## src/rtl/rgb_to_yuv.sv

```systemverilog
// RGB pixel pairs to a 4:2:2 U,Y0,V,Y1 byte stream; RGB_TO_YUV_CHROMA_AVG_EN averages chroma over the pair.
// Latency: U one cycle after the pixel1 edge, then Y0, V and Y1 on consecutive cycles.
// Backpressure: busy is high for the four output cycles; in_en is ignored (not queued) while busy.
module rgb_to_yuv #(
  parameter int               FRAC_BITS = 3,
  parameter logic signed [5:0] YR = 6'sd2,
  parameter logic signed [5:0] YG = 6'sd5,
  parameter logic signed [5:0] YB = 6'sd1,
  parameter logic signed [5:0] UR = -6'sd1,
  parameter logic signed [5:0] UG = -6'sd2,
  parameter logic signed [5:0] UB = 6'sd3,
  parameter logic signed [5:0] VR = 6'sd4,
  parameter logic signed [5:0] VG = -6'sd3,
  parameter logic signed [5:0] VB = -6'sd1
) (
  input  logic        clk,
  input  logic        reset,
  input  logic        in_en,
  input  logic [23:0] rgb_in,
  output logic        busy,
  output logic        out_valid,
  output logic [7:0]  yuv_out
);

  localparam logic [2:0] S_P0  = 3'd0;
  localparam logic [2:0] S_P1  = 3'd1;
  localparam logic [2:0] S_OU  = 3'd2;
  localparam logic [2:0] S_OY0 = 3'd3;
  localparam logic [2:0] S_OV  = 3'd4;
  localparam logic [2:0] S_OY1 = 3'd5;

  localparam logic signed [15:0] HALF = 16'sd1 <<< (FRAC_BITS - 1);

  logic [2:0]  state;
  logic [2:0]  state_nxt;
  logic [23:0] pix0;
  logic [7:0]  y0_q;
  logic [7:0]  y1_q;
  logic [7:0]  u_q;
  logic [7:0]  v_q;

  function automatic logic signed [15:0] mac(
    input logic signed [5:0] cr,
    input logic signed [5:0] cg,
    input logic signed [5:0] cb,
    input logic [23:0]       px
  );
    logic signed [15:0] r, g, b;
    logic signed [15:0] kr, kg, kb;
    r  = {8'd0, px[23:16]};
    g  = {8'd0, px[15:8]};
    b  = {8'd0, px[7:0]};
    kr = {{10{cr[5]}}, cr};
    kg = {{10{cg[5]}}, cg};
    kb = {{10{cb[5]}}, cb};
    return kr * r + kg * g + kb * b;
  endfunction

  function automatic logic signed [15:0] round_acc(input logic signed [15:0] acc);
    return (acc + HALF) >>> FRAC_BITS;
  endfunction

  function automatic logic [7:0] clamp_y(input logic signed [16:0] v);
    logic [7:0] res;
    if (v < 17'sd0)
      res = 8'h00;
    else if (v > 17'sd255)
      res = 8'hFF;
    else
      res = v[7:0];
    return res;
  endfunction

  function automatic logic [7:0] clamp_c(input logic signed [16:0] v);
    logic [7:0] res;
    if (v < -17'sd128)
      res = 8'h80;
    else if (v > 17'sd127)
      res = 8'h7F;
    else
      res = v[7:0];
    return res;
  endfunction

  // Luma for both pixels of the pair
  logic signed [15:0] y_acc0, y_acc1;
  logic signed [15:0] y_rnd0, y_rnd1;
  logic [7:0]         y0_c, y1_c;

  assign y_acc0 = mac(YR, YG, YB, pix0);
  assign y_acc1 = mac(YR, YG, YB, rgb_in);
  assign y_rnd0 = round_acc(y_acc0);
  assign y_rnd1 = round_acc(y_acc1);
  assign y0_c   = clamp_y({y_rnd0[15], y_rnd0});
  assign y1_c   = clamp_y({y_rnd1[15], y_rnd1});

  logic signed [15:0] u_acc0, v_acc0;
  logic [7:0]         u_c, v_c;

  assign u_acc0 = mac(UR, UG, UB, pix0);
  assign v_acc0 = mac(VR, VG, VB, pix0);

`ifdef RGB_TO_YUV_CHROMA_AVG_EN
  localparam logic signed [16:0] HALF2 = 17'sd1 <<< FRAC_BITS;

  logic signed [15:0] u_acc1, v_acc1;
  logic signed [16:0] u_sum, v_sum;
  logic signed [16:0] u_rnd, v_rnd;

  assign u_acc1 = mac(UR, UG, UB, rgb_in);
  assign v_acc1 = mac(VR, VG, VB, rgb_in);
  // Sum needs the extra bit before halving, or large opposite-sign pairs wrap
  assign u_sum  = {u_acc0[15], u_acc0} + {u_acc1[15], u_acc1};
  assign v_sum  = {v_acc0[15], v_acc0} + {v_acc1[15], v_acc1};
  assign u_rnd  = (u_sum + HALF2) >>> (FRAC_BITS + 1);
  assign v_rnd  = (v_sum + HALF2) >>> (FRAC_BITS + 1);
  assign u_c    = clamp_c(u_rnd);
  assign v_c    = clamp_c(v_rnd);
`else
  logic signed [15:0] u_rnd, v_rnd;

  assign u_rnd = round_acc(u_acc0);
  assign v_rnd = round_acc(v_acc0);
  assign u_c   = clamp_c({u_rnd[15], u_rnd});
  assign v_c   = clamp_c({v_rnd[15], v_rnd});
`endif

  always_comb begin
    state_nxt = S_P0;
    case (state)
      S_P0:    state_nxt = in_en ? S_P1 : S_P0;
      S_P1:    state_nxt = in_en ? S_OU : S_P1;
      S_OU:    state_nxt = S_OY0;
      S_OY0:   state_nxt = S_OV;
      S_OV:    state_nxt = S_OY1;
      S_OY1:   state_nxt = S_P0;
      default: state_nxt = S_P0;
    endcase
  end

  always_ff @(posedge clk or posedge reset) begin
    if (reset) begin
      state <= S_P0;
      pix0  <= 24'd0;
      y0_q  <= 8'd0;
      y1_q  <= 8'd0;
      u_q   <= 8'd0;
      v_q   <= 8'd0;
    end else begin
      state <= state_nxt;
      if (state == S_P0 && in_en)
        pix0 <= rgb_in;
      if (state == S_P1 && in_en) begin
        y0_q <= y0_c;
        y1_q <= y1_c;
        u_q  <= u_c;
        v_q  <= v_c;
      end
    end
  end

  // Outputs decode straight from state so reset clears them without waiting for an edge
  always_comb begin
    busy      = 1'b0;
    out_valid = 1'b0;
    yuv_out   = 8'h00;
    case (state)
      S_OU:    begin busy = 1'b1; out_valid = 1'b1; yuv_out = u_q;  end
      S_OY0:   begin busy = 1'b1; out_valid = 1'b1; yuv_out = y0_q; end
      S_OV:    begin busy = 1'b1; out_valid = 1'b1; yuv_out = v_q;  end
      S_OY1:   begin busy = 1'b1; out_valid = 1'b1; yuv_out = y1_q; end
      default: begin busy = 1'b0; out_valid = 1'b0; yuv_out = 8'h00; end
    endcase
  end

endmodule

```

## config.mk

```make
export PLATFORM = sky130hd
export DESIGN_NAME = rgb_to_yuv
export DESIGN_NICKNAME = d
export VERILOG_FILES = /design/src/rtl/rgb_to_yuv.sv
export SDC_FILE = /design/constraint.sdc
export NUM_CORES = 1
export LEC_CHECK = 0
export ABC_AREA = 1
export ABC_CLOCK_PERIOD_IN_PS = 10000
export CAP_MARGIN = 20
export CORE_MARGIN = 10
export CORE_UTILIZATION = 35
export CTS_CLUSTER_SIZE = 24
export DETAILED_ROUTE_END_ITERATION = 8
export SYNTH_ARGS = -nofsm -noshare
export SYNTH_HDL_FRONTEND = slang
export SYNTH_SLANG_ARGS = --single-unit
export TNS_END_PERCENT = 1
```

## constraint.sdc

```tcl
create_clock -name clk -period 10 [get_ports clk]
set_input_delay 1 -clock clk [delete_from_list [all_inputs] [get_ports clk]]
set_output_delay 1 -clock clk [all_outputs]
set_load 0.005 [all_outputs]
```

==> run summary, run 1 <==
status = completed
Post-Route Setup TNS = 0 ns
Routed Antenna Nets = 0
synth-to-layout area growth = 13.2%
CP Data Required Time = 10.28 ns
CP Launch Type = register
number of synthesized flops with an enable pin = 0
pin count of the biggest net entering global routing = 60
CTS Buf Count = 9
synth warn = 0
Worst-Margin Slew = 0.776 ns
ant diodes = 0
Tcrit/Tclk final = 0.425
initial antenna violation count = 0
Core Area = 20200 sq um
Crit Path Category = register to register
Nets = 1128
GR Overflow Total = 0
Cells after Synth = 915
average wire per standard cell = 14.0 um
fraction of layout cells with a size suffix above 1 = 0.0628
Max Slew Vio Count = 0
post-CTS setup buffer count = 0
Synth Cell Area = 7160 sq um
largest area contributor in the netlist = dfrtp_1
Setup-failing EPs final = 0
Clock Skews = 0.0114 ns
PostCTS Resize Cnt = 0
Die Ht = 163 um
count leader, synth = inv_1
CP arrival = 4.53 ns
Synth area leaders = dfrtp_1 21%, ha_1 17%, fa_1 15%
Starting Density = 0.355
Synth top area share = 0.206
FP Rows = 52
async set-or-reset flop fraction in the synthesized netlist = 1.00
All-Layer GR Usage = 0.136
TritonCTS clock tree = done
register bit count reported by yosys = 59
Max transition margin = 0.483
clock buffer depth = 2
RSZ-0062 raised after global routing = false
Yosys cell types = 48
Syn Nets = 1093
sequential share of the synthesized area = 0.206
Commonest cells post-synth = 207 x inv_1, 185 x nand2_1, 98 x ha_1
final-report hold violation count = 0
Num Clock Sinks = 59
die area = 26600 sq um
WL final = 17200 um
Vias/cell = 4.73
Iter 0 DRT Violations = 269
drc violations = 0
Clock Pin Slew Worst Setup and Hold Paths = 0.05 ns
Final min period = 4.25 ns
Fmax achieved = 235 MHz
vias in the first global route = 5856
GPL Wtd Cong = 0.863
Port-buffer cells = 36
H-tree Lvls = 3
Main synth FF type = dfrtp_1
DRT Pass-1 Iters = 5
post-detail-place hpwl = 14300 um
peak fanout along the critical path = 7
CTS Hold Buffers Added = 0
global-route wire length before repair = 29100 um
I/O Pins = 37
type of the most critical hold path = register to register
clock latency on the worst-skew pair = 0.35 ns
vias post-DR = 5797
CTS Root Cell = clkbuf_16
syn_area_per_cell = 7.82 sq um
Crit. End Element = register
chip width = 163 um
fillcell total = 2101
Max Cap Viol = 0
==> final cells by class <==
type	count	area, sq um	share of cell area
tap	270	338	0.0417
multi-input combinational	625	4790	0.591
clock buffer	10	239	0.0295
sequential	59	1480	0.182
clock inverter	6	65.1	0.00802
timing repair buffer	39	383	0.0472
inverter	216	815	0.100
==> routing by layer <==
| metal | vias up | global-route usage | part of all wire |
|---|---|---|---|
| met3 | 17 | 0.0300 | 0.039 |
| li1 | 2968 | - | - |
| met2 | 95 | 0.216 | 0.45 |
| met4 | 0 | 0.0352 | 0.017 |
| met1 | 2717 | 0.183 | 0.49 |
| met5 | - | 0 | 0 |
==> registers in the layout (all words and copies together), names as in the netlist <==
| name | cells |
|---|---|
| state | 3 |
| pix0 | 24 |
| y1_q | 8 |
| u_q | 8 |
| v_q | 8 |
| y0_q | 8 |
==> worst paths after layout <==
| path | from | endpoint | slack (ns) | cells after the start |
|---|---|---|---|---|
| worst max-delay path | pix0[0] | u_q[4] | 5.75 | 22 |
| worst min-delay path | u_q[6] | u_q[6] | 0.49 | 2 |
| worst max register to register | pix0[0] | u_q[4] | 5.75 | 22 |
| worst min register to register | u_q[6] | u_q[6] | 0.49 | 2 |
| max in group asynchronous | reset | pix0[17] | 8.29 | 3 |
| min in group asynchronous | reset | y1_q[5] | 1.18 | 3 |
==> through the flow <==
stage          worst slack (ns)  hold slack (ns)  cells  utilization  instance area (sq um)
6_report                   5.75            0.490   1225        0.402                   8110
5_1_grt                    5.35            0.521   1225        0.402                   8110
4_1_cts                    5.73            0.488   1225        0.402                   8110
3_5_place_dp               5.69            0.468   1209        0.387                   7800
3_3_place_gp               5.70            0.472   1209        0.387                   7800
2_1_floorplan              6.13            0.449    915            -                   7160
==> cell families after synthesis <==
family | Yosys count | share of synthesized area
buffers and inverters | 231 | 0.124
adder cells (fa/ha/maj) | 151 | 0.319
AO/OA/AOI/OAI | 105 | 0.0877
AND/OR/NAND/NOR | 334 | 0.218
multiplexers | 5 | 0.00786
flip-flops | 59 | 0.206
XOR/XNOR | 30 | 0.0367
==> critical path, cell delays in order (launching register included) <==
cell,delay [ns]
dfrtp_1,0.43
ha_1,0.25
fa_1,0.40
a21oi_1,0.17
o21ai_0,0.13
a21oi_1,0.16
o21bai_1,0.11
xor2_1,0.17
fa_1,0.49
inv_1,0.04
ha_1,0.29
ha_1,0.36
nand2_1,0.13
inv_1,0.06
nand2_1,0.06
nand2_1,0.04
nand2_1,0.06
nand4_1,0.11
a21oi_1,0.26
nand4_4,0.15
nand2_8,0.13
nand3_2,0.07
nand2_1,0.09
==> cell usage in the layout (no fill, tap or decap), types with 2 or more instances in the layout <==
| cell | instances |
|---|---|
| a21o_1 | 2 |
| a21oi_1 | 51 |
| a31oi_1 | 7 |
| a41oi_1 | 2 |
| buf_4 | 3 |
| clkbuf_16 | 9 |
| clkdlybuf4s50_1 | 36 |
| clkinv_2 | 3 |
| clkinv_4 | 2 |
| dfrtp_1 | 59 |
| fa_1 | 53 |
| ha_1 | 98 |
| inv_1 | 206 |
| inv_2 | 7 |
| mux2_2 | 5 |
| nand2_1 | 185 |
| nand2_2 | 4 |
| nand2_4 | 2 |
| nand3_1 | 45 |
| nand3_2 | 10 |
| nand3b_1 | 3 |
| nand4_1 | 21 |
| nand4_4 | 2 |
| nor2_1 | 52 |
| nor2_2 | 2 |
| nor3_1 | 3 |
| o2111ai_1 | 8 |
| o21a_1 | 3 |
| o21ai_0 | 17 |
| o21ai_1 | 2 |
| o21bai_1 | 5 |
| o31ai_1 | 2 |
| xnor2_1 | 14 |
| xor2_1 | 16 |
Power of run 1 is left out: the tool's default activity adds up to more than one toggle a clock period on the data nets, which glitch-free logic cannot reach.
==> run 2, diff against run 1 <==
- ABC_CLOCK_PERIOD_IN_PS: 10000 -> 4300
- clock period: 10 -> 4.3 ns (I/O delays scaled with it)
==> run 2 against run 1 <==
Worst setup slack got worse by 5.4 ns. Register-to-register slack got worse by 5.4 ns. Die area did not move. Largest cell class unchanged. Final area rose by 1.6%. Clock-buffer cell count fell by 1. First-iteration DRC count rose by 20%. Non-clock buffer count rose by 8. Sequential share of layout area fell by 0.24 points.
==> run summary, run 2 (synthesis gave the netlist of run 1 again) <==
status = completed
Clock Skews = 0.00789 ns
tightest hold margin = 0.487 ns
Max Cap Viol = 0
CTS Hold Buffers Added = 0
CTS Root Cell = clkbuf_16
Post-Route Setup TNS = 0 ns
Vias/cell = 4.74
average wire per standard cell = 14.4 um
Core Area = 20200 sq um
vias post-DR = 5848
post-detail-place hpwl = 14700 um
CP Data Required Time = 4.52 ns
fillcell total = 2108
GPL Wtd Cong = 0.846
max reg flops = 24
TritonCTS clock tree = done
I/O Pins = 37
final-report hold violation count = 0
Final min period = 3.98 ns
H-tree Lvls = 3
Port-buffer cells = 36
FP Rows = 52
global-route wire length before repair = 29900 um
commonest non-fill, non-tap cell in the layout = inv_1
pin count of the biggest net entering global routing = 44
clock buffer depth = 2
CP arrival = 4.20 ns
initial antenna violation count = 0
peak fanout along the critical path = 7
GR Overflow Total = 0
Fmax achieved = 252 MHz
placed cells = 1216
die area = 26600 sq um
non-filler cells in the finished layout = 1233
Tcrit/Tclk final = 0.925
Worst-Margin Slew = 0.739 ns
Max transition margin = 0.507
clock latency on the worst-skew pair = 0.34 ns
type of the most critical hold path = register to register
Max Slew Vio Count = 0
pre-CTS WS = 0.0850 ns
Iter 0 DRT Violations = 323
Crit Path Category = register to register
most frequent cells in the layout = 206 x inv_1, 183 x nand2_1, 94 x ha_1
WL final = 17800 um
chip width = 163 um
synth-to-layout area growth = 15.0%
Clock Pin Slew Worst Setup and Hold Paths = 0.06 ns
DRT Pass-1 Iters = 5
CP Launch Type = register
Crit. End Element = register
drc violations = 0
Num Clock Sinks = 59
setup ws final = 0.324 ns
vias in the first global route = 6019
ant diodes = 0
All-Layer GR Usage = 0.139
Routed Antenna Nets = 0
reg2reg setup slack = 0.32 ns
Starting Density = 0.355
fraction of layout cells with a size suffix above 1 = 0.0862
Reg with most FFs = pix0
CTS Buf Count = 9
Die Ht = 163 um
Nets = 1136
Setup-failing EPs final = 0
-- run 2: changes by cell type in the layout (fill, tap and decap cells not counted), moves of 4 or more --
cell,previous run,this run
a21oi_1,51,47
a21oi_2,0,4
buf_4,3,11
ha_1,98,94
-- run 2: stage by stage --
stage	area (sq um)	utilization
2_1_floorplan	7160	-
3_3_place_gp	7860	0.390
3_5_place_dp	7860	0.390
4_1_cts	8160	0.405
5_1_grt	8240	0.408
6_report	8240	0.408
-- run 2: worst max-delay path, stage by stage (launching register included) --
cell,delay [ns]
dfrtp_2,0.42
ha_2,0.20
fa_2,0.41
a21oi_2,0.15
o21ai_1,0.09
a21oi_1,0.16
o21bai_1,0.10
xor2_1,0.16
fa_1,0.49
inv_1,0.07
ha_4,0.25
ha_4,0.28
nand2_1,0.10
inv_1,0.09
nand2_1,0.05
nor2_1,0.09
nand2_1,0.07
nand4_1,0.09
nand2_2,0.09
nor2_1,0.11
nand2_1,0.09
nand2_4,0.10
nand2_1,0.07
nand3_2,0.06
nand2_1,0.06
-- run 2: routing by layer --
| metal | part of all wire | global-route usage | vias up |
|---|---|---|---|
| met2 | 0.46 | 0.226 | 119 |
| met1 | 0.49 | 0.188 | 2734 |
| met5 | 0 | 0 | - |
| li1 | - | - | 2980 |
| met3 | 0.039 | 0.0237 | 15 |
| met4 | 0.014 | 0.0369 | 0 |
-- run 2: final timing paths --
check / cells after the start / startpoint / end
min in group asynchronous: 2 / reset / y1_q[7]
worst max-delay path: 24 / pix0[1] / u_q[1]
worst max register to register: 24 / pix0[1] / u_q[1]
worst min register to register: 2 / v_q[2] / v_q[2]
max in group asynchronous: 3 / reset / pix0[3]
worst min-delay path: 2 / v_q[2] / v_q[2]
-- run 2: layout make-up --
cell class	instances	area, sq um	share of cell area
inverters	216	815	0.0989
well taps	270	338	0.0410
repair buffers	47	443	0.0538
multi-input cells	625	4860	0.590
flip-flops and latches	59	1480	0.180
clock inverters	7	77.6	0.00942
clock buffers	9	225	0.0273
-- run 2: what timing repair did --
action | in CTS | in global routing
buffers inserted | 0 | 1
endpoints found under the setup margin | 0 | 7
resized for setup | 0 | 16
Power of run 2 is left out for the same reason.
